$ cat src/rtl/addr_seq_pkg.sv
// Shared constants for the effective-address sequencer: addressing modes,
// ALU op codes and the sequencer state encoding.
package addr_seq_pkg;

    localparam logic [1:0] MODE_ABS = 2'd0;
    localparam logic [1:0] MODE_ZP  = 2'd1;
    localparam logic [1:0] MODE_REL = 2'd2;

    localparam logic [3:0] ALU_OP_ADC = 4'h0;
    localparam logic [3:0] ALU_OP_NOP = 4'hF;

    typedef enum logic [1:0] {
        ST_IDLE = 2'd0,
        ST_LO   = 2'd1,
        ST_HI   = 2'd2,
        ST_DONE = 2'd3
    } state_t;

    // Reserved mode 3 behaves exactly like absolute indexed.
    function automatic logic [1:0] norm_mode(input logic [1:0] m);
        return (m == 2'd3) ? MODE_ABS : m;
    endfunction

endpackage

$ cat src/rtl/addr_sequencer.sv
// Effective-address sequencer: low-byte add, optional high-byte add on the shared ALU.
// Optional feature macro: ADDR_SEQ_PAGE_SKIP_EN (skip the high-byte cycle when no page is crossed).
module addr_sequencer
    import addr_seq_pkg::*;
(
    input  logic        clk,
    input  logic        reset,
    input  logic        start,
    input  logic [1:0]  mode,
    input  logic [15:0] base,
    input  logic [7:0]  index,
    output logic        busy,
    output logic        done,
    output logic [15:0] addr,
    output logic        page_cross,
    output logic [7:0]  alu_a,
    output logic [7:0]  alu_b,
    output logic        alu_carry_in,
    output logic [3:0]  alu_op,
    input  logic [8:0]  alu_f
);

    state_t      state_q, state_d;
    logic [7:0]  base_hi_q, base_hi_d;
    logic        idx_neg_q, idx_neg_d;
    logic [1:0]  mode_q, mode_d;
    logic [7:0]  lo_q, lo_d;
    logic        cross_q, cross_d;
    logic        busy_q, busy_d;
    logic        done_q, done_d;
    logic [15:0] addr_q, addr_d;
    logic        page_cross_q, page_cross_d;
    logic [7:0]  alu_a_q, alu_a_d;
    logic [7:0]  alu_b_q, alu_b_d;
    logic        alu_cin_q, alu_cin_d;
    logic [3:0]  alu_op_q, alu_op_d;
    logic        cross_lo;

    // Page crossing is fully determined by the low-byte carry and the offset sign.
    always_comb begin
        cross_lo = 1'b0;
        unique case (mode_q)
            MODE_REL: cross_lo = alu_f[8] ^ idx_neg_q;
            MODE_ZP:  cross_lo = 1'b0;
            default:  cross_lo = alu_f[8];
        endcase
    end

    always_comb begin
        state_d      = state_q;
        base_hi_d    = base_hi_q;
        idx_neg_d    = idx_neg_q;
        mode_d       = mode_q;
        lo_d         = lo_q;
        cross_d      = cross_q;
        addr_d       = addr_q;
        page_cross_d = page_cross_q;
        busy_d       = 1'b0;
        done_d       = 1'b0;
        alu_a_d      = 8'h00;
        alu_b_d      = 8'h00;
        alu_cin_d    = 1'b0;
        alu_op_d     = ALU_OP_NOP;

        unique case (state_q)
            ST_IDLE: begin
                if (start) begin
                    state_d   = ST_LO;
                    base_hi_d = base[15:8];
                    idx_neg_d = index[7];
                    mode_d    = norm_mode(mode);
                    busy_d    = 1'b1;
                    alu_a_d   = base[7:0];
                    alu_b_d   = index;
                    alu_op_d  = ALU_OP_ADC;
                end
            end
            ST_LO: begin
                lo_d    = alu_f[7:0];
                cross_d = cross_lo;
                if (mode_q == MODE_ZP) begin
                    state_d      = ST_DONE;
                    done_d       = 1'b1;
                    addr_d       = {8'h00, alu_f[7:0]};
                    page_cross_d = 1'b0;
                end
`ifdef ADDR_SEQ_PAGE_SKIP_EN
                else if (!cross_lo) begin
                    state_d      = ST_DONE;
                    done_d       = 1'b1;
                    addr_d       = {base_hi_q, alu_f[7:0]};
                    page_cross_d = 1'b0;
                end
`endif
                else begin
                    state_d   = ST_HI;
                    busy_d    = 1'b1;
                    alu_a_d   = base_hi_q;
                    alu_b_d   = (mode_q == MODE_REL && idx_neg_q) ? 8'hFF : 8'h00;
                    alu_cin_d = alu_f[8];
                    alu_op_d  = ALU_OP_ADC;
                end
            end
            ST_HI: begin
                // Carry-out of the high byte is dropped so the address wraps at 16'hFFFF.
                state_d      = ST_DONE;
                done_d       = 1'b1;
                addr_d       = {alu_f[7:0], lo_q};
                page_cross_d = cross_q;
            end
            ST_DONE: begin
                state_d = ST_IDLE;
            end
            default: begin
                state_d = ST_IDLE;
            end
        endcase
    end

    always_ff @(posedge clk) begin
        if (reset) begin
            state_q      <= ST_IDLE;
            base_hi_q    <= 8'h00;
            idx_neg_q    <= 1'b0;
            mode_q       <= MODE_ABS;
            lo_q         <= 8'h00;
            cross_q      <= 1'b0;
            busy_q       <= 1'b0;
            done_q       <= 1'b0;
            addr_q       <= 16'h0000;
            page_cross_q <= 1'b0;
            alu_a_q      <= 8'h00;
            alu_b_q      <= 8'h00;
            alu_cin_q    <= 1'b0;
            alu_op_q     <= ALU_OP_NOP;
        end else begin
            state_q      <= state_d;
            base_hi_q    <= base_hi_d;
            idx_neg_q    <= idx_neg_d;
            mode_q       <= mode_d;
            lo_q         <= lo_d;
            cross_q      <= cross_d;
            busy_q       <= busy_d;
            done_q       <= done_d;
            addr_q       <= addr_d;
            page_cross_q <= page_cross_d;
            alu_a_q      <= alu_a_d;
            alu_b_q      <= alu_b_d;
            alu_cin_q    <= alu_cin_d;
            alu_op_q     <= alu_op_d;
        end
    end

    assign busy         = busy_q;
    assign done         = done_q;
    assign addr         = addr_q;
    assign page_cross   = page_cross_q;
    assign alu_a        = alu_a_q;
    assign alu_b        = alu_b_q;
    assign alu_carry_in = alu_cin_q;
    assign alu_op       = alu_op_q;

endmodule

$ cat config.mk
export PLATFORM = sky130hd
export DESIGN_NAME = addr_sequencer
export DESIGN_NICKNAME = d
export VERILOG_FILES = /design/src/rtl/addr_seq_pkg.sv /design/src/rtl/addr_sequencer.sv
export SDC_FILE = /design/constraint.sdc
export NUM_CORES = 1
export LEC_CHECK = 0
export CORE_MARGIN = 1.5
export CORE_UTILIZATION = 49
export CTS_CLUSTER_SIZE = 12
export DETAILED_ROUTE_END_ITERATION = 8
export MAX_ROUTING_LAYER = met4
export PLACE_DENSITY = 0.85
export SYNTH_ARGS = -nofsm -noshare
export SYNTH_HDL_FRONTEND = slang
export SYNTH_SLANG_ARGS = --single-unit
$ cat constraint.sdc
create_clock -name clk -period 4 [get_ports clk]
set_clock_uncertainty 0.15 [all_clocks]
set_input_delay 0.6 -clock clk [delete_from_list [all_inputs] [get_ports clk]]
set_output_delay 0.6 -clock clk [all_outputs]
set_load 0.03 [all_outputs]
-- Word-level counts from Yosys, hierarchy flattened
Index checks and enable logic that the tools add are counted.
- bits in registers: 62
- latch bits: 0
- memory bits (writable): 0
- memory bits (read-only): 0
- input bits: 38
- output and inout port bits: 40
- word-level logic and storage cells: 54
- memories kept: 0
- $add $sub $neg: 0
- multipliers: 0
- div/mod/pow operators: 0
- $lt $le $gt $ge: 0
- eq/ne operators: 8
- shift-type cells: 0
- mux-type cells: 24
- bitwise operators: 2
- reduce and logical (&&, ||, !) cells: 6
- operators with widths (operator ; count):
    8-bit 2-to-1 mux ; 5
    16-bit case mux with 2 select lines ; 1
    8-bit case mux with 2 select lines ; 2
    16-bit 2-to-1 mux ; 1
    2-bit equality test, second input constant ; 4
    4-bit 2-to-1 mux ; 2
    1-bit case mux with 2 select lines ; 4
    2-bit case mux with 4 select lines ; 1
    4-bit case mux with 2 select lines ; 1
    1-bit 2-to-1 mux ; 5
    2-bit by 1-bit equality test with 1-bit output, second input constant ; 2
    2-bit 2-to-1 mux ; 2
    2-bit inequality test, second input constant ; 2
    2-bit AND reduction ; 2
    3-bit OR reduction ; 1
    2-bit logical NOT ; 1
    2-bit nonzero test ; 1
    1-bit logical AND ; 1
    1-bit inverter ; 1
    1-bit bitwise XOR ; 1

-- Logic depth before layout (Yosys ltp)
- word-level depth: 5
- gate-level depth with buffers: 7
- mapped depth without buffers: 5

-- Least setup slack after synthesis
Ideal clock, no wire load.
- kind: reg2reg
- start: register state_q[1]
- end: register addr_q[6], in the netlist addr[6]
- setup time: 0.125 ns
- arrival time: 1.321 ns
- required time: 3.725 ns
- setup slack: 2.404 ns
- stages on the path, launching flop included: 8
- path buffers: 2
- clock period less this slack: 1.596 ns
- path through: dfxtp_1 inv_1 ha_1 buf_6 mux2_4 buf_6 nor2_1 a211oi_2
- word-level cells in the longest chain between the ends: 3
- elaborated cells between the ends (all ways): 6
- those cells by class: eq/ne (3); mux (1); reduce/logical (2)
- ends and longest elaborated chain (element ; RTL line ; RTL):
    start, declared ; addr_sequencer.sv:23 ; state_t state_q, state_d;
    start signal, assigned ; addr_sequencer.sv:137 ; state_q <= state_d;
    2-bit by 1-bit equality test with 1-bit output or 2-bit equality test (tied branches) ; addr_sequencer.sv:65 ; unique case (state_q)
    2-bit inequality test (no source line) or 2-bit nonzero test (tied branches) ; n/a ;
    2-bit AND reduction (no source line) ; n/a ;
    end signal, assigned ; addr_sequencer.sv:145 ; addr_q <= addr_d;
    end, declared ; addr_sequencer.sv:31 ; logic [15:0] addr_q, addr_d;
Parallel ways exist; a longest one is shown, timed or not.
A chain may end at the register's enable or synchronous reset.

-- Worst setup path after layout
- start: register state_q[1]
- end: register alu_b_q[4], in the netlist alu_b[4]
- word-level cells in the longest chain between the ends: 2
- elaborated cells between the ends (all ways): 3
- those cells by class: eq/ne (1); mux (1); reduce/logical (1)
- ends and longest elaborated chain (element ; RTL line ; RTL):
    2-bit by 1-bit equality test with 1-bit output or 2-bit logical NOT (tied branches) ; addr_sequencer.sv:65 ;
    8-bit case mux with 2 select lines (*) ; addr_sequencer.sv:65 ;
    end signal, assigned ; addr_sequencer.sv:148 ; alu_b_q <= alu_b_d;
    end, declared ; addr_sequencer.sv:34 ; logic [7:0] alu_b_q, alu_b_d;
Mark *: on every way between the ends. The rest lies on a longest branch, timed or not.

==> results.md <==
- Counting instances, the worst hold path has a depth of 2.
- The count of input and output buffers is 77.
- The routed design has 5180 um of wire.
- The first detailed-routing pass ran for 4 iterations.
- Data on the critical path is required at its endpoint by between 4000 and 5000 ps.
- Hold timing on the final database bottoms out at a slack of slightly above 300 ps.
- The number of antenna violations at the first check in global routing came to 0.
- The register bit count reported by yosys is a little under 60.
- The highest net fanout along the worst path is 19.
- The routing usage on met3 is 0.0403.
- The arrival time of data at the critical path endpoint is ~2500 ps.
- Pin placement for this block handled between 70 and 80 I/O pins.
- The total vias in the final route is a little under 2,000.
- The setup slack of the critical path after layout is around 1600 ps.
- The number of antenna diodes in the final layout is 0.
- The total routing usage reported by global routing is 0.217.
- The die extent in x is a little over 70 um.
- The worst register-to-register path begins at state_q[1].
- The post-CTS setup repair buffer count is 0.
- The family with the most delay on the worst path is simple AND/OR/NAND/NOR gates.
- The area growth from synthesis to layout is 36.8%.
- The DRC violations left is 0.
- The flow ran to the end, and the final reports show no timing, DRC or antenna violations.
- Entering global routing, the biggest net connects 44 pins.
- The die covers around 5200 sq um.
- Counting the buffers created by CTS gives 9.
- Across the run, the number of max-cap violations was 0.
- The number of routed nets with antenna violations is 0.
- The share of Yosys cell area claimed by the top area cell type is 0.506.
- For this run, global-route usage on met2 was measured as 0.369.
- The beginning of the critical path is state_q[1].
- At the pin with the least slew margin, the transition time is ~1000 ps.
- The part of the cycle the worst path needs is 0.599.
- After detailed routing, the average wire length per cell comes to roughly 14 um.
- The post-cts sizing count is 0.
- The CTS H-tree depth is 3.
- The mapped netlist covers around 2300 sq um.
- The count of cell instances traversed by the critical path is 6.
- The number of hold-slack violations in the final timing report came to 0.
- The total area inside the core boundary comes to roughly 4500 sq um.
- The global-route met1 utilization is 0.239.
- Yosys printed 0 warnings.
- Counting distinct cell types in the post-synthesis netlist gives 27.
- The type of the most critical hold path is reg -> reg.
- Subtracting the final worst setup slack from the clock period gives ~2400 ps.
- The maximum clock frequency is 0.418 GHz.
- TritonCTS built the clock tree.
- The via density per instance is around 5.4.
- The initial DRC count is 88.
- The wire length of the first global-routing pass is between 8000 and 9000 um.
- A synthesized cell averages just under 10 sq um.
- The sequential-to-total area share from yosys stat is 0.506.
- In this run the tightest slew margin relative to its limit is 0.331.
- After filler insertion, the fill cell instance count of the layout stands at roughly 360.
- The clock transition at the registers of the reported paths is about 60 ps.
- The total half-perimeter wirelength after legalization and detailed placement is about 3600 um.
- The power density over cell area is a little over 700 nW/um^2.
- The type of the worst setup path is reg -> reg.
- Setup violations remaining at the end of the flow were counted as 0.
- The global-route layer with the greatest usage is met2.
- The cell area after placement is 3040 sq um.
- The finished cells cover between 3000 and 4000 sq um.
- Setup repair after global routing left no endpoint under its margin.
- The biggest area contributor in the post-synthesis netlist is dfxtp_1.
- The via count of the first global-routing pass came to ~1,900.
- The routability-driven placement congestion ratio is 0.723.
- The peak supply drop is roughly 0.40 mV.
- The final setup TNS is 0 ps.
- The signal on the critical path passes through inv_1, ha_1, buf_4, nor2b_1, nand3_1, a21oi_1.
- The overall power of the completed layout is approximately 2.3 mW.
- Synthesis handed over a netlist of between 200 and 250 instances.
- The number of buffers inserted by hold repair at cts is 0.
- Before CTS, the worst setup slack after placement is around 1600 ps.
- The worst-path cell with the longest stage delay is nor2b_1.
- STA classifies the critical path startpoint as a flip-flop.
- The clock net sink count is slightly below 60.
- The number of buffer and inverter stages on the critical path is 2.
- The final max-slew violation count is 0.
- For this design the static power due to leakage is around 1.2 nW.
- No sink is reached through more buffers than the 2 on the longest clock path.
- Synthesis produced a netlist with a net count of approximately 280.
- The logic depth of the worst register-to-register path is 6.
- The final global-route overflow total is 0.
- The starting density of the core is 0.522.
- The clock insertion delay at the later pin of the skew report is between 300 and 400 ps.
- By area the synthesized netlist is led by dfxtp_1, mux2i_1, nor2_1, a21oi_1, nand2_1.
- The floorplan has 24 rows.
- The register-to-register setup slack is around 1600 ps.
- Of the cells placed in the final design, the portion with a size suffix greater than 1 is 0.0777.
- STA classifies the critical path endpoint as a flip-flop.
- The largest incremental delay on the critical path is 670 ps.
- After the last flow step, the layout net total stands at about 350.
- The die is just over 70 um tall.
- The root buffer cell chosen for the clock tree is clkbuf_8.
- The start point of the worst hold path is base_hi_q[4].
==> cell usage after synthesis <==
master	count
nor2_1	33
dfxtp_1	59
o21ai_0	1
a211oi_2	8
nand3b_1	2
a22oi_1	8
nor3b_1	3
mux2i_1	20
ha_1	5
nand2b_1	2
nor2b_1	3
nand2_1	29
a221o_1	1
buf_6	4
clkbuf_1	5
a21oi_1	23
mux2_4	1
inv_1	5
or2_2	1
o21bai_2	1
a311oi_1	2
a32oi_1	9
buf_4	6
buf_2	5
and2_1	1
or2_0	1
nand3_1	1
==> state kept, by name (all words and copies together) (netlist names), 2 cells and up <==
name       count
alu_b          8
base_hi_q      8
mode_q         2
lo_q           8
state_q        2
addr          16
alu_a          8
==> metrics by stage <==
| step | cells | util |
|---|---|---|
| global placement | 349 | 0.679 |
| CTS | 361 | 0.714 |
| global route | 361 | 0.714 |
| finish | 361 | 0.714 |
| detailed placement | 349 | 0.679 |
| floorplan | 239 | - |
==> placed cells by master (no fill, tap or decap) <==
cell | netlist | final
a211oi_2 | 8 | 8
a21oi_1 | 23 | 23
a221o_1 | 1 | 1
a22oi_1 | 8 | 8
a311oi_1 | 2 | 2
a32oi_1 | 9 | 9
and2_1 | 1 | 1
buf_2 | 5 | 1
buf_4 | 6 | 1
clkbuf_1 | 5 | 1
clkbuf_8 | 0 | 11
clkdlybuf4s50_1 | 0 | 76
dfxtp_1 | 59 | 59
ha_1 | 5 | 5
inv_1 | 5 | 5
mux2_4 | 1 | 1
mux2i_1 | 20 | 20
nand2_1 | 29 | 29
nand2b_1 | 2 | 2
nand3_1 | 1 | 1
nand3b_1 | 2 | 2
nor2_1 | 33 | 33
nor2b_1 | 3 | 3
nor3b_1 | 3 | 3
o21ai_0 | 1 | 1
o21bai_2 | 1 | 1
or2_0 | 1 | 1
or2_2 | 1 | 1
==> cell type report <==
| type | instances | area (sq um) | area share |
|---|---|---|---|
| clock buffer | 12 | 155 | 0.0486 |
| inverter | 5 | 18.8 | 0.00588 |
| multi-input combinational | 155 | 1000 | 0.313 |
| sequential | 59 | 1180 | 0.370 |
| tap | 52 | 65.1 | 0.0204 |
| timing repair buffer | 78 | 773 | 0.242 |
==> power by group <==
group          internal (mW)  total (mW)  switching [mW]  leakage (nW)
combinational          0.428        1.06           0.635         0.589
clock                  0.245       0.447           0.202        0.0803
sequential             0.735       0.805          0.0694         0.481
total                   1.41        2.31           0.906          1.15
==> routing by layer <==
layer  wire, um  vias to the layer above
met5          0                        -
met3        229                        9
met2       2680                       54
met1       2170                      916
met4         98                        0
li1           -                      960
==> worst min-delay path, stage by stage (launching register included) <==
cell,delay (ps)
dfxtp_1,310
nand2_1,50
a21oi_1,50
==> logic make-up after synthesis <==
family / synth area share
simple gates: 0.139
flops: 0.506
compound gates: 0.170
buf+inv: 0.0654
mux: 0.0922
fa+ha+maj: 0.0268
==> final timing paths <==
kind | to
worst max-delay path | alu_b[4]
worst min-delay path | base_hi_q[4]
worst max register to register | alu_b[4]
worst min register to register | base_hi_q[4]
Power figures use the tool's default switching activity.
